[src/rtl/ysyx_22040750_ifu_pkg.sv]
// ysyx_22040750_ifu_pkg: shared widths, reset defaults and FSM state encodings for the IFU.
package ysyx_22040750_ifu_pkg;
    localparam int XLEN = 32;
    localparam int ILEN = 32;
    localparam logic [XLEN-1:0] RESET_PC_DEF = 32'h8000_0000;
    localparam logic [ILEN-1:0] NOP_INST_DEF = 32'h0000_0013;
    typedef enum logic [1:0] {
        S_REQ  = 2'd0,
        S_WAIT = 2'd1,
        S_OUT  = 2'd2,
        S_NPC  = 2'd3
    } state_e;
    function automatic logic [XLEN-1:0] next_seq_pc(input logic [XLEN-1:0] pc);
        return pc + 32'd4;
    endfunction
endpackage

[src/rtl/ysyx_22040750_ifu_if.sv]
// ysyx_22040750_ifu_if: dnpc, imem and IF/ID handshake bundle; slave is the IFU side, master the environment.
interface ysyx_22040750_ifu_if;
    import ysyx_22040750_ifu_pkg::*;
    logic [XLEN-1:0] I_dnpc;
    logic            I_pc_valid;
    logic            O_pc_ready;
    logic            O_imem_req_valid;
    logic            I_imem_req_ready;
    logic [XLEN-1:0] O_imem_addr;
    logic            I_imem_resp_valid;
    logic [ILEN-1:0] I_imem_rdata;
    logic            O_IF_ID_valid;
    logic            I_IF_ID_ready;
    logic [XLEN-1:0] O_pc;
    logic [XLEN-1:0] O_snpc;
    logic [ILEN-1:0] O_inst;
    logic            I_flush;
    logic [XLEN-1:0] I_flush_pc;
    logic [63:0]     O_fetch_cnt;
    modport slave (
        input  I_dnpc, I_pc_valid, I_imem_req_ready, I_imem_resp_valid, I_imem_rdata,
               I_IF_ID_ready, I_flush, I_flush_pc,
        output O_pc_ready, O_imem_req_valid, O_imem_addr, O_IF_ID_valid, O_pc, O_snpc,
               O_inst, O_fetch_cnt
    );
    modport master (
        output I_dnpc, I_pc_valid, I_imem_req_ready, I_imem_resp_valid, I_imem_rdata,
               I_IF_ID_ready, I_flush, I_flush_pc,
        input  O_pc_ready, O_imem_req_valid, O_imem_addr, O_IF_ID_valid, O_pc, O_snpc,
               O_inst, O_fetch_cnt
    );
endinterface

[src/rtl/ysyx_22040750_ifu_ctrl.sv]
// ysyx_22040750_ifu_ctrl: fetch FSM plus the drop flag that swallows the response of a killed fetch.
module ysyx_22040750_ifu_ctrl
    import ysyx_22040750_ifu_pkg::*;
(
    input  logic I_clk,
    input  logic I_rst,
    input  logic req_ready,
    input  logic resp_valid,
    input  logic if_id_ready,
    input  logic pc_valid,
    input  logic flush,
    output logic req_valid,
    output logic if_id_valid,
    output logic pc_ready,
    output logic load_inst,
    output logic load_npc
);
    state_e state_q, state_d;
    logic   drop_q, drop_d;
    always_ff @(posedge I_clk) begin
        if (I_rst) begin
            state_q <= S_REQ;
            drop_q  <= 1'b0;
        end else begin
            state_q <= state_d;
            drop_q  <= drop_d;
        end
    end
    always_comb begin
        state_d     = state_q;
        drop_d      = drop_q;
        req_valid   = 1'b0;
        if_id_valid = 1'b0;
        pc_ready    = 1'b0;
        load_inst   = 1'b0;
        load_npc    = 1'b0;
        if (!I_rst) begin
            unique case (state_q)
                S_REQ: begin
                    req_valid = 1'b1;
                    // a request accepted in the flush cycle was for the old pc, so its data must be dropped
                    if (req_ready) begin
                        state_d = S_WAIT;
                        drop_d  = flush;
                    end
                end
                S_WAIT: begin
                    if (resp_valid) begin
                        load_inst = !(flush || drop_q);
                        state_d   = (flush || drop_q) ? S_REQ : S_OUT;
                        drop_d    = 1'b0;
                    end else if (flush) begin
                        drop_d = 1'b1;
                    end
                end
                S_OUT: begin
                    if_id_valid = !flush;
                    state_d     = flush ? S_REQ : (if_id_ready ? S_NPC : S_OUT);
                end
                S_NPC: begin
                    pc_ready = !flush;
                    load_npc = !flush && pc_valid;
                    state_d  = (flush || pc_valid) ? S_REQ : S_NPC;
                end
            endcase
        end
    end
    always_ff @(posedge I_clk) begin
        if (!I_rst && state_q != S_WAIT) assert (!resp_valid);
    end
endmodule

[src/rtl/ysyx_22040750_ifu.sv]
// ysyx_22040750_ifu: PC register and instruction fetch with IF/ID handshake and flush redirect.
// Define IFU_PERF_CNT_EN to build the 64-bit completed-fetch counter; otherwise O_fetch_cnt is zero.
module ysyx_22040750_ifu
    import ysyx_22040750_ifu_pkg::*;
#(
    parameter logic [XLEN-1:0] RESET_PC = RESET_PC_DEF,
    parameter logic [ILEN-1:0] NOP_INST = NOP_INST_DEF
) (
    input logic               I_clk,
    input logic               I_rst,
    ysyx_22040750_ifu_if.slave bus
);
    logic [XLEN-1:0] pc_q, pc_d;
    logic [ILEN-1:0] inst_q, inst_d;
    logic            load_inst, load_npc;
    ysyx_22040750_ifu_ctrl u_ctrl (
        .I_clk       (I_clk),
        .I_rst       (I_rst),
        .req_ready   (bus.I_imem_req_ready),
        .resp_valid  (bus.I_imem_resp_valid),
        .if_id_ready (bus.I_IF_ID_ready),
        .pc_valid    (bus.I_pc_valid),
        .flush       (bus.I_flush),
        .req_valid   (bus.O_imem_req_valid),
        .if_id_valid (bus.O_IF_ID_valid),
        .pc_ready    (bus.O_pc_ready),
        .load_inst   (load_inst),
        .load_npc    (load_npc)
    );
    always_comb begin
        pc_d   = bus.I_flush ? bus.I_flush_pc : (load_npc ? bus.I_dnpc : pc_q);
        inst_d = bus.I_flush ? NOP_INST : (load_inst ? bus.I_imem_rdata : inst_q);
    end
    always_ff @(posedge I_clk) begin
        if (I_rst) begin
            pc_q   <= RESET_PC;
            inst_q <= NOP_INST;
        end else begin
            pc_q   <= pc_d;
            inst_q <= inst_d;
        end
    end
    assign bus.O_imem_addr = pc_q;
    assign bus.O_pc        = pc_q;
    assign bus.O_snpc      = next_seq_pc(pc_q);
    assign bus.O_inst      = inst_q;
`ifdef IFU_PERF_CNT_EN
    logic [63:0] cnt_q, cnt_d;
    always_comb cnt_d = (bus.O_IF_ID_valid && bus.I_IF_ID_ready) ? cnt_q + 64'd1 : cnt_q;
    always_ff @(posedge I_clk) cnt_q <= I_rst ? 64'd0 : cnt_d;
    assign bus.O_fetch_cnt = cnt_q;
`else
    assign bus.O_fetch_cnt = 64'd0;
`endif
endmodule
[src/flat_wrapper.sv]
// flat-port wrapper written by rule: the top's interface ports become plain ports
module ysyx_22040750_ifu_flat import ysyx_22040750_ifu_pkg::*;
#(
    parameter logic [XLEN-1:0] RESET_PC = RESET_PC_DEF,
    parameter logic [ILEN-1:0] NOP_INST = NOP_INST_DEF
)
  (I_clk, I_rst, bus_I_dnpc, bus_I_pc_valid, bus_I_imem_req_ready, bus_I_imem_resp_valid, bus_I_imem_rdata, bus_I_IF_ID_ready, bus_I_flush, bus_I_flush_pc, bus_O_pc_ready, bus_O_imem_req_valid, bus_O_imem_addr, bus_O_IF_ID_valid, bus_O_pc, bus_O_snpc, bus_O_inst, bus_O_fetch_cnt);
  ysyx_22040750_ifu_if bus_i ();
  input logic I_clk;
  input logic I_rst;
  input wire logic [$bits(bus_i.I_dnpc)-1:0] bus_I_dnpc;
  input wire logic [$bits(bus_i.I_pc_valid)-1:0] bus_I_pc_valid;
  input wire logic [$bits(bus_i.I_imem_req_ready)-1:0] bus_I_imem_req_ready;
  input wire logic [$bits(bus_i.I_imem_resp_valid)-1:0] bus_I_imem_resp_valid;
  input wire logic [$bits(bus_i.I_imem_rdata)-1:0] bus_I_imem_rdata;
  input wire logic [$bits(bus_i.I_IF_ID_ready)-1:0] bus_I_IF_ID_ready;
  input wire logic [$bits(bus_i.I_flush)-1:0] bus_I_flush;
  input wire logic [$bits(bus_i.I_flush_pc)-1:0] bus_I_flush_pc;
  output wire logic [$bits(bus_i.O_pc_ready)-1:0] bus_O_pc_ready;
  output wire logic [$bits(bus_i.O_imem_req_valid)-1:0] bus_O_imem_req_valid;
  output wire logic [$bits(bus_i.O_imem_addr)-1:0] bus_O_imem_addr;
  output wire logic [$bits(bus_i.O_IF_ID_valid)-1:0] bus_O_IF_ID_valid;
  output wire logic [$bits(bus_i.O_pc)-1:0] bus_O_pc;
  output wire logic [$bits(bus_i.O_snpc)-1:0] bus_O_snpc;
  output wire logic [$bits(bus_i.O_inst)-1:0] bus_O_inst;
  output wire logic [$bits(bus_i.O_fetch_cnt)-1:0] bus_O_fetch_cnt;
  assign bus_i.I_dnpc = bus_I_dnpc;
  assign bus_i.I_pc_valid = bus_I_pc_valid;
  assign bus_i.I_imem_req_ready = bus_I_imem_req_ready;
  assign bus_i.I_imem_resp_valid = bus_I_imem_resp_valid;
  assign bus_i.I_imem_rdata = bus_I_imem_rdata;
  assign bus_i.I_IF_ID_ready = bus_I_IF_ID_ready;
  assign bus_i.I_flush = bus_I_flush;
  assign bus_i.I_flush_pc = bus_I_flush_pc;
  assign bus_O_pc_ready = bus_i.O_pc_ready;
  assign bus_O_imem_req_valid = bus_i.O_imem_req_valid;
  assign bus_O_imem_addr = bus_i.O_imem_addr;
  assign bus_O_IF_ID_valid = bus_i.O_IF_ID_valid;
  assign bus_O_pc = bus_i.O_pc;
  assign bus_O_snpc = bus_i.O_snpc;
  assign bus_O_inst = bus_i.O_inst;
  assign bus_O_fetch_cnt = bus_i.O_fetch_cnt;
  ysyx_22040750_ifu #(.RESET_PC(RESET_PC), .NOP_INST(NOP_INST)) u_core (.I_clk(I_clk), .I_rst(I_rst), .bus(bus_i));
endmodule
[config.mk]
export PLATFORM = sky130hd
export DESIGN_NAME = ysyx_22040750_ifu_flat
export DESIGN_NICKNAME = d
export VERILOG_FILES = /design/src/rtl/ysyx_22040750_ifu_pkg.sv /design/src/rtl/ysyx_22040750_ifu_if.sv /design/src/rtl/ysyx_22040750_ifu_ctrl.sv /design/src/rtl/ysyx_22040750_ifu.sv /design/src/flat_wrapper.sv
export SDC_FILE = /design/constraint.sdc
export NUM_CORES = 1
export LEC_CHECK = 0
export BUFFER_PORTS_ARGS = -buffer_cell sky130_fd_sc_hd__buf_2
export CORE_AREA = 3 3 114 116
export CTS_CLUSTER_SIZE = 40
export DETAILED_ROUTE_END_ITERATION = 8
export DIE_AREA = 0 0 117 119
export PLACE_DENSITY = 0.65
export SLEW_MARGIN = 20
export SYNTH_ARGS = -nofsm -noshare
export SYNTH_HDL_FRONTEND = slang
export SYNTH_HIERARCHICAL = 1
export SYNTH_SLANG_ARGS = --single-unit
export TNS_END_PERCENT = 20
[constraint.sdc]
create_clock -name I_clk -period 2 [get_ports I_clk]
set_input_delay 0 -clock I_clk [delete_from_list [all_inputs] [get_ports I_clk]]
set_output_delay 0 -clock I_clk [all_outputs]
set_load 0.01 [all_outputs]
; ---- Yosys cells after proc, flatten, opt, wreduce, memory -nomap -nowiden
; Cells that the tools add are included.
[word_totals]
output_inout_bits = 195
register_bits = 67
[op_classes]
n_addsub = 1
eq_ne = 6
n_mux = 24
n_reduce_logical = 11
[op_table]
columns = operator, count
row1 = 32-bit 2-to-1 mux, 2
row2 = "32-bit by 3-bit adder with 32-bit output, second input constant", 1
row3 = 1-bit 2-to-1 mux, 15
row4 = 2-bit 2-to-1 mux, 5
row5 = 2-bit case mux with 4 select lines, 1
row6 = "2-bit == test, second input constant", 2
row7 = "2-bit != test, second input constant", 2
row8 = 2-bit nonzero test, 2
row9 = "3-bit != test, second input constant", 1
row10 = 3-bit AND reduction, 1
row11 = "2-bit by 1-bit == test with 1-bit output, second input constant", 1
row12 = 1-bit zero test, 2
row13 = 2-bit zero test, 1
row14 = 1-bit logical OR, 2
row15 = 1-bit case mux with 2 select lines, 1
row16 = 2-bit AND reduction, 1
row17 = 2-bit OR reduction, 1
row18 = 1-bit logical AND, 1

; ---- Depth between registers and ports, before layout
[logic_depth]
depth_word = 6
ltp_mapped = 9
mapped_depth_nobuf = 7

; ---- Hierarchy
; Netlist, hierarchy kept.
[modules_own_cells]
columns = mod, cells_per_inst, instances, area_each_um2
row1 = ysyx_22040750_ifu, 462, 1, 3863.7
row2 = ysyx_22040750_ifu_ctrl, 28, 1, 229.0

; ---- Worst setup path before layout
; No wires, ideal clock.
[synth_path]
path_kind = register to register
from = register u_core.u_ctrl.state_q[1]
to = register u_core.pc_q[22] (netlist: u_core/bus.O_imem_addr[22])
synth_period_minus_slack_ps = 1746
t_required_ps = 1872
setup_ps = 128
path_stages_with_launch = 10
slack_ps = 254
n_path_buf = 3
t_arrival_ps = 1618
path_cell_list = dfxtp_1 -> buf_6 -> and3_4 -> and2_4 -> clkbuf_1 -> buf_2 -> mux2i_1 -> nor2_1 -> a21oi_1 -> nor2_1
[synth_via]
elab_chain_len = 4
[synth_rtl]
columns = item, line
row1 = "start, declared", ysyx_22040750_ifu_ctrl.sv:18  ; state_e state_q, state_d;
row2 = "start signal, assigned", ysyx_22040750_ifu_ctrl.sv:25  ; state_q <= state_d;
row3 = 2-bit == test, ysyx_22040750_ifu_ctrl.sv:38  ; unique case (state_q)
row4 = 1-bit 2-to-1 mux, ysyx_22040750_ifu_ctrl.sv:38
row5 = 1-bit 2-to-1 mux, ysyx_22040750_ifu_ctrl.sv:37  ; if (!I_rst) begin
row6 = named net u_core.load_npc, ysyx_22040750_ifu.sv:15  ; logic load_inst, load_npc;
row7 = 2-bit nonzero test (no source line), --
row8 = "end signal, assigned", ysyx_22040750_ifu.sv:39  ; pc_q <= pc_d;
row9 = "end, declared", ysyx_22040750_ifu.sv:13  ; logic [XLEN-1:0] pc_q, pc_d;
; The timed path passes the listed nets, and every way through them passes these cells.
; A chain may end at the register's enable or synchronous reset.

; ---- Worst setup path in the final report
[layout_path]
from = register u_core.pc_q[3] (netlist: u_core/bus.O_imem_addr[3])
to = output bus_O_snpc[18]
[layout_via]
elab_chain_len = 1
[layout_rtl]
columns = item, line
row1 = 32-bit by 3-bit adder with 32-bit output, ysyx_22040750_ifu_pkg.sv:14  ; return pc + 32'd4;
row2 = "end, declared", flat_wrapper.sv:24  ; output wire logic [$bits(bus_i.O_snpc)-1:0] bus_O_snpc;
; Every way passes these cells.

==> run metrics <==
CORE AREA=roughly 0.012 mm²; clock share of power=a little under half; Netlist Area Pre-Place=slightly above 0.004 mm²; maximum clock frequency=between 500 and 600 MHz; wire length per cell=around 14 µm; cell row count=40; first-iteration detailed-routing DRC count=129; IO buf count=233; complex-gate fraction of the synthesized area=roughly 4.9%; Synthesis Warnings=6; Synth async-reset ratio=0%; post-synth cell types=39; Net Switching=about 1000 µW; # diodes=0; largest family of logic cells by synthesized area=buffers and inverters; Die ar.=about 0.014 mm²; GRT Overall Usage=between 15 and 20%; status=completed; synthesized area per cell=between 8 and 9 µm²; Root Buffer=clkbuf_16; post-DP HPWL=approximately 9000 µm; DRT antenna net count=0; Buf/Inv on CP=2; vias per inst=between 4 and 5; Max Slew Vio Count=0; WHS Path Cells=3; clock buffer depth=2; DRC=0; Hold Fails Final Rpt=0; Worst-Skew Late Latency=roughly 0.33 ns; chip height=between 100 and 150 µm; I/O pin total=just under 300; setup slack after layout=0.165 ns; DP Worst Slack=slightly below 0.3 ns; ys flop type=dfxtp_1; routed vias=between 3000 and 4000; mux contribution to synthesized area=between 10% and 20%; Synth Area in Adders=less than 1%; crit-path cells=ha_2 > nand3_4 > nor4_4 > buf_4 > nand4_1 > xnor2_1 > buf_2; part of the power in registers=approximately two fifths; Tightest Hold Check Type=input pin to register; xor/xnor cell area share of the yosys netlist=between 5 and 6%; top cells by area, synth=dfxtp_1 33%, buf_4 18%, mux2i_1 16%, nor2_1 9.3%, xnor2_1 5.1%; Leak=~2.8 nW; CTS Buf Count=9; Comb pwr share=between 10% and 20%; Synth top area share=32.8%; CTS tree=done; Sw Ratio=26.4%; Worst Tran Pin Value=roughly 0.70 ns; Crit-path slowest cell=dfxtp_2; TNS Setup=0 ns; die width=between 100 and 150 µm; max-cap violations=0; Hold Path End=u_core/u_ctrl/state_q[0]; r2r setup slk=0.30 ns; max_slew headroom=53.5%; Worst-path clk slew=0.05 ns; share of the yosys chip area belonging to registers=~33%; worst vdd ir=around 0.37 mV; FF-to-FF Start=u_core/u_ctrl/state_q[1]; first-pass GRT wire length=~18000 µm; top-count cell post-synth=nor2_1; Simple-Gate Fraction of Synth Area=18.7%; pwr/cell area=633 mW/mm²; Setup crit start kind=register; final setup fails=0; Final nets=~860; Synth Register Bits=67; Area Overhead vs Synth=46.0%; CP top delay family=simple AND/OR/NAND/NOR gates; Initial DRT Pass Iterations=4; GRT Residual Overflow=0; RSZ-0062 raised after global routing=false; hold wc startpoint=bus_I_IF_ID_ready; share of cells above drive strength 1=between 30% and 40%; Final Wtd Congestion=0.811; most frequent cells after synthesis=101 x nor2_1, 99 x buf_4, 67 x dfxtp_1; Internal=2.79 mW; worst flop-to-flop path endpoint=u_core/bus.O_inst[25]; cell count after synthesis=490; Setup crit end kind=output port; # clock sinks=67; vias in the first global route=around 3700; Initial Util=between 30% and 40%; largest net degree at the start of global routing=71; initial antenna violation count=0; CP Max Fanout=6; Synth area leader=dfxtp_1; Post-synth EDFFs=0; slowest stage delay, CP=0.37 ns; # H-tree levels=3; part of the cycle the worst path needs=slightly above 90%; Worst Path Arrival=1.84 ns; WP data required=2.00 ns; Min Clock Period, post-route=roughly 1.8 ns; Register-to-Register Path Depth=6; clk_skew=a little over 0.004 ns; Crit Path Class=register to output port; drt total wl=12300 µm
-- registers in the layout, indices dropped and copies added (netlist names) --
| name | flops |
|---|---|
| u_core/bus.O_inst | 32 |
| u_core/u_ctrl/state_q | 2 |
| u_core/u_ctrl/drop_q | 1 |
| u_core/bus.O_imem_addr | 32 |
-- routing by layer --
metal / GRT usage (%) / wire [µm]
met1: 19.4 / 5080
met2: 29.4 / 6130
met3: 4.57 / 902
met4: 5.88 / 210
met5: 0 / 0
-- cell usage in the layout, fill, tap and decap left out, drive strengths merged, types with 12 or more instances in the layout --
cell type	instances
dlygate4sd3	64
nand2	14
mux2i	64
a21oi	32
conb	64
dfxtp	67
buf	250
nor2	101
nand3	12
xnor2	24
-- kinds of logic after synthesis --
group                    after synthesis
multiplexers                          65
flip-flops                            67
AO/OA/AOI/OAI                         37
other                                  1
adder cells (fa/ha/maj)                1
buffers and inverters                129
AND/OR/NAND/NOR                      162
XOR/XNOR                              28
-- worst max-delay path by stage --
stage | from | slack (ns) | cells after the start | endpoint
floorplan | u_core/u_ctrl/state_q[1] | 0.25 | 9 | u_core/bus.O_imem_addr[22]
global placement | u_core/bus.O_imem_addr[15] | 0.28 | 5 | bus_O_snpc[27]
detailed placement | u_core/bus.O_imem_addr[3] | 0.29 | 7 | bus_O_snpc[24]
CTS | u_core/bus.O_imem_addr[3] | 0.05 | 7 | bus_O_snpc[18]
global route | u_core/bus.O_imem_addr[12] | 0.01 | 6 | bus_O_snpc[18]
finish | u_core/bus.O_imem_addr[3] | 0.16 | 7 | bus_O_snpc[18]
-- cell type report --
| type | count | area (µm²) |
|---|---|---|
| clock buffers | 10 | 229 |
| clock inverters | 6 | 90.1 |
| fillers | 1116 | 6040 |
| inverters | 5 | 18.8 |
| multi-input cells | 357 | 2140 |
| flip-flops and latches | 67 | 1360 |
| well taps | 147 | 184 |
| repair buffers | 314 | 1960 |
-- per-stage QoR --
step | hold WS (ns) | cells | power, mW | instance area, µm² | utilization (%)
CTS | 0.00798 | 906 | 3.83 | 5950 | 49.5
floorplan | 0.0467 | 553 | 1.88 | 4330 | -
finish | 0.0158 | 906 | 3.79 | 5980 | 49.8
global placement | 0.221 | 825 | 2.00 | 4970 | 41.4
global route | 0.0400 | 906 | 3.98 | 5980 | 49.8
detailed placement | 0.234 | 825 | 2.01 | 4970 | 41.4
-- power by group through the flow --
| stage | Combinational [mW] | Sequential (mW) | Clock, mW |
|---|---|---|---|
| 3_3_place_gp | 0.533 | 1.47 | 0 |
| 2_1_floorplan | 0.407 | 1.48 | 0 |
| 5_1_grt | 0.705 | 1.45 | 1.83 |
| 3_5_place_dp | 0.535 | 1.47 | 0 |
| 6_report | 0.636 | 1.44 | 1.71 |
| 4_1_cts | 0.632 | 1.44 | 1.75 |
-- what timing repair did --
action / in CTS / in global routing
buffers inserted: 1 / 0
pin swaps: 1 / 2
hold endpoints to repair: 64 / 0
resized for setup: 3 / 14
setup endpoints to repair: 11 / 14
hold buffers: 64 / 0
-- tightest hold or removal path, delay by kind of cell --
kind                   cells  cell delay [ns]
and+or+nand+nor            1             0.14
AOI/OAI and AO/OA          1             0.08
buffers and inverters      1             0.07
(Power assumes the default switching activity.)
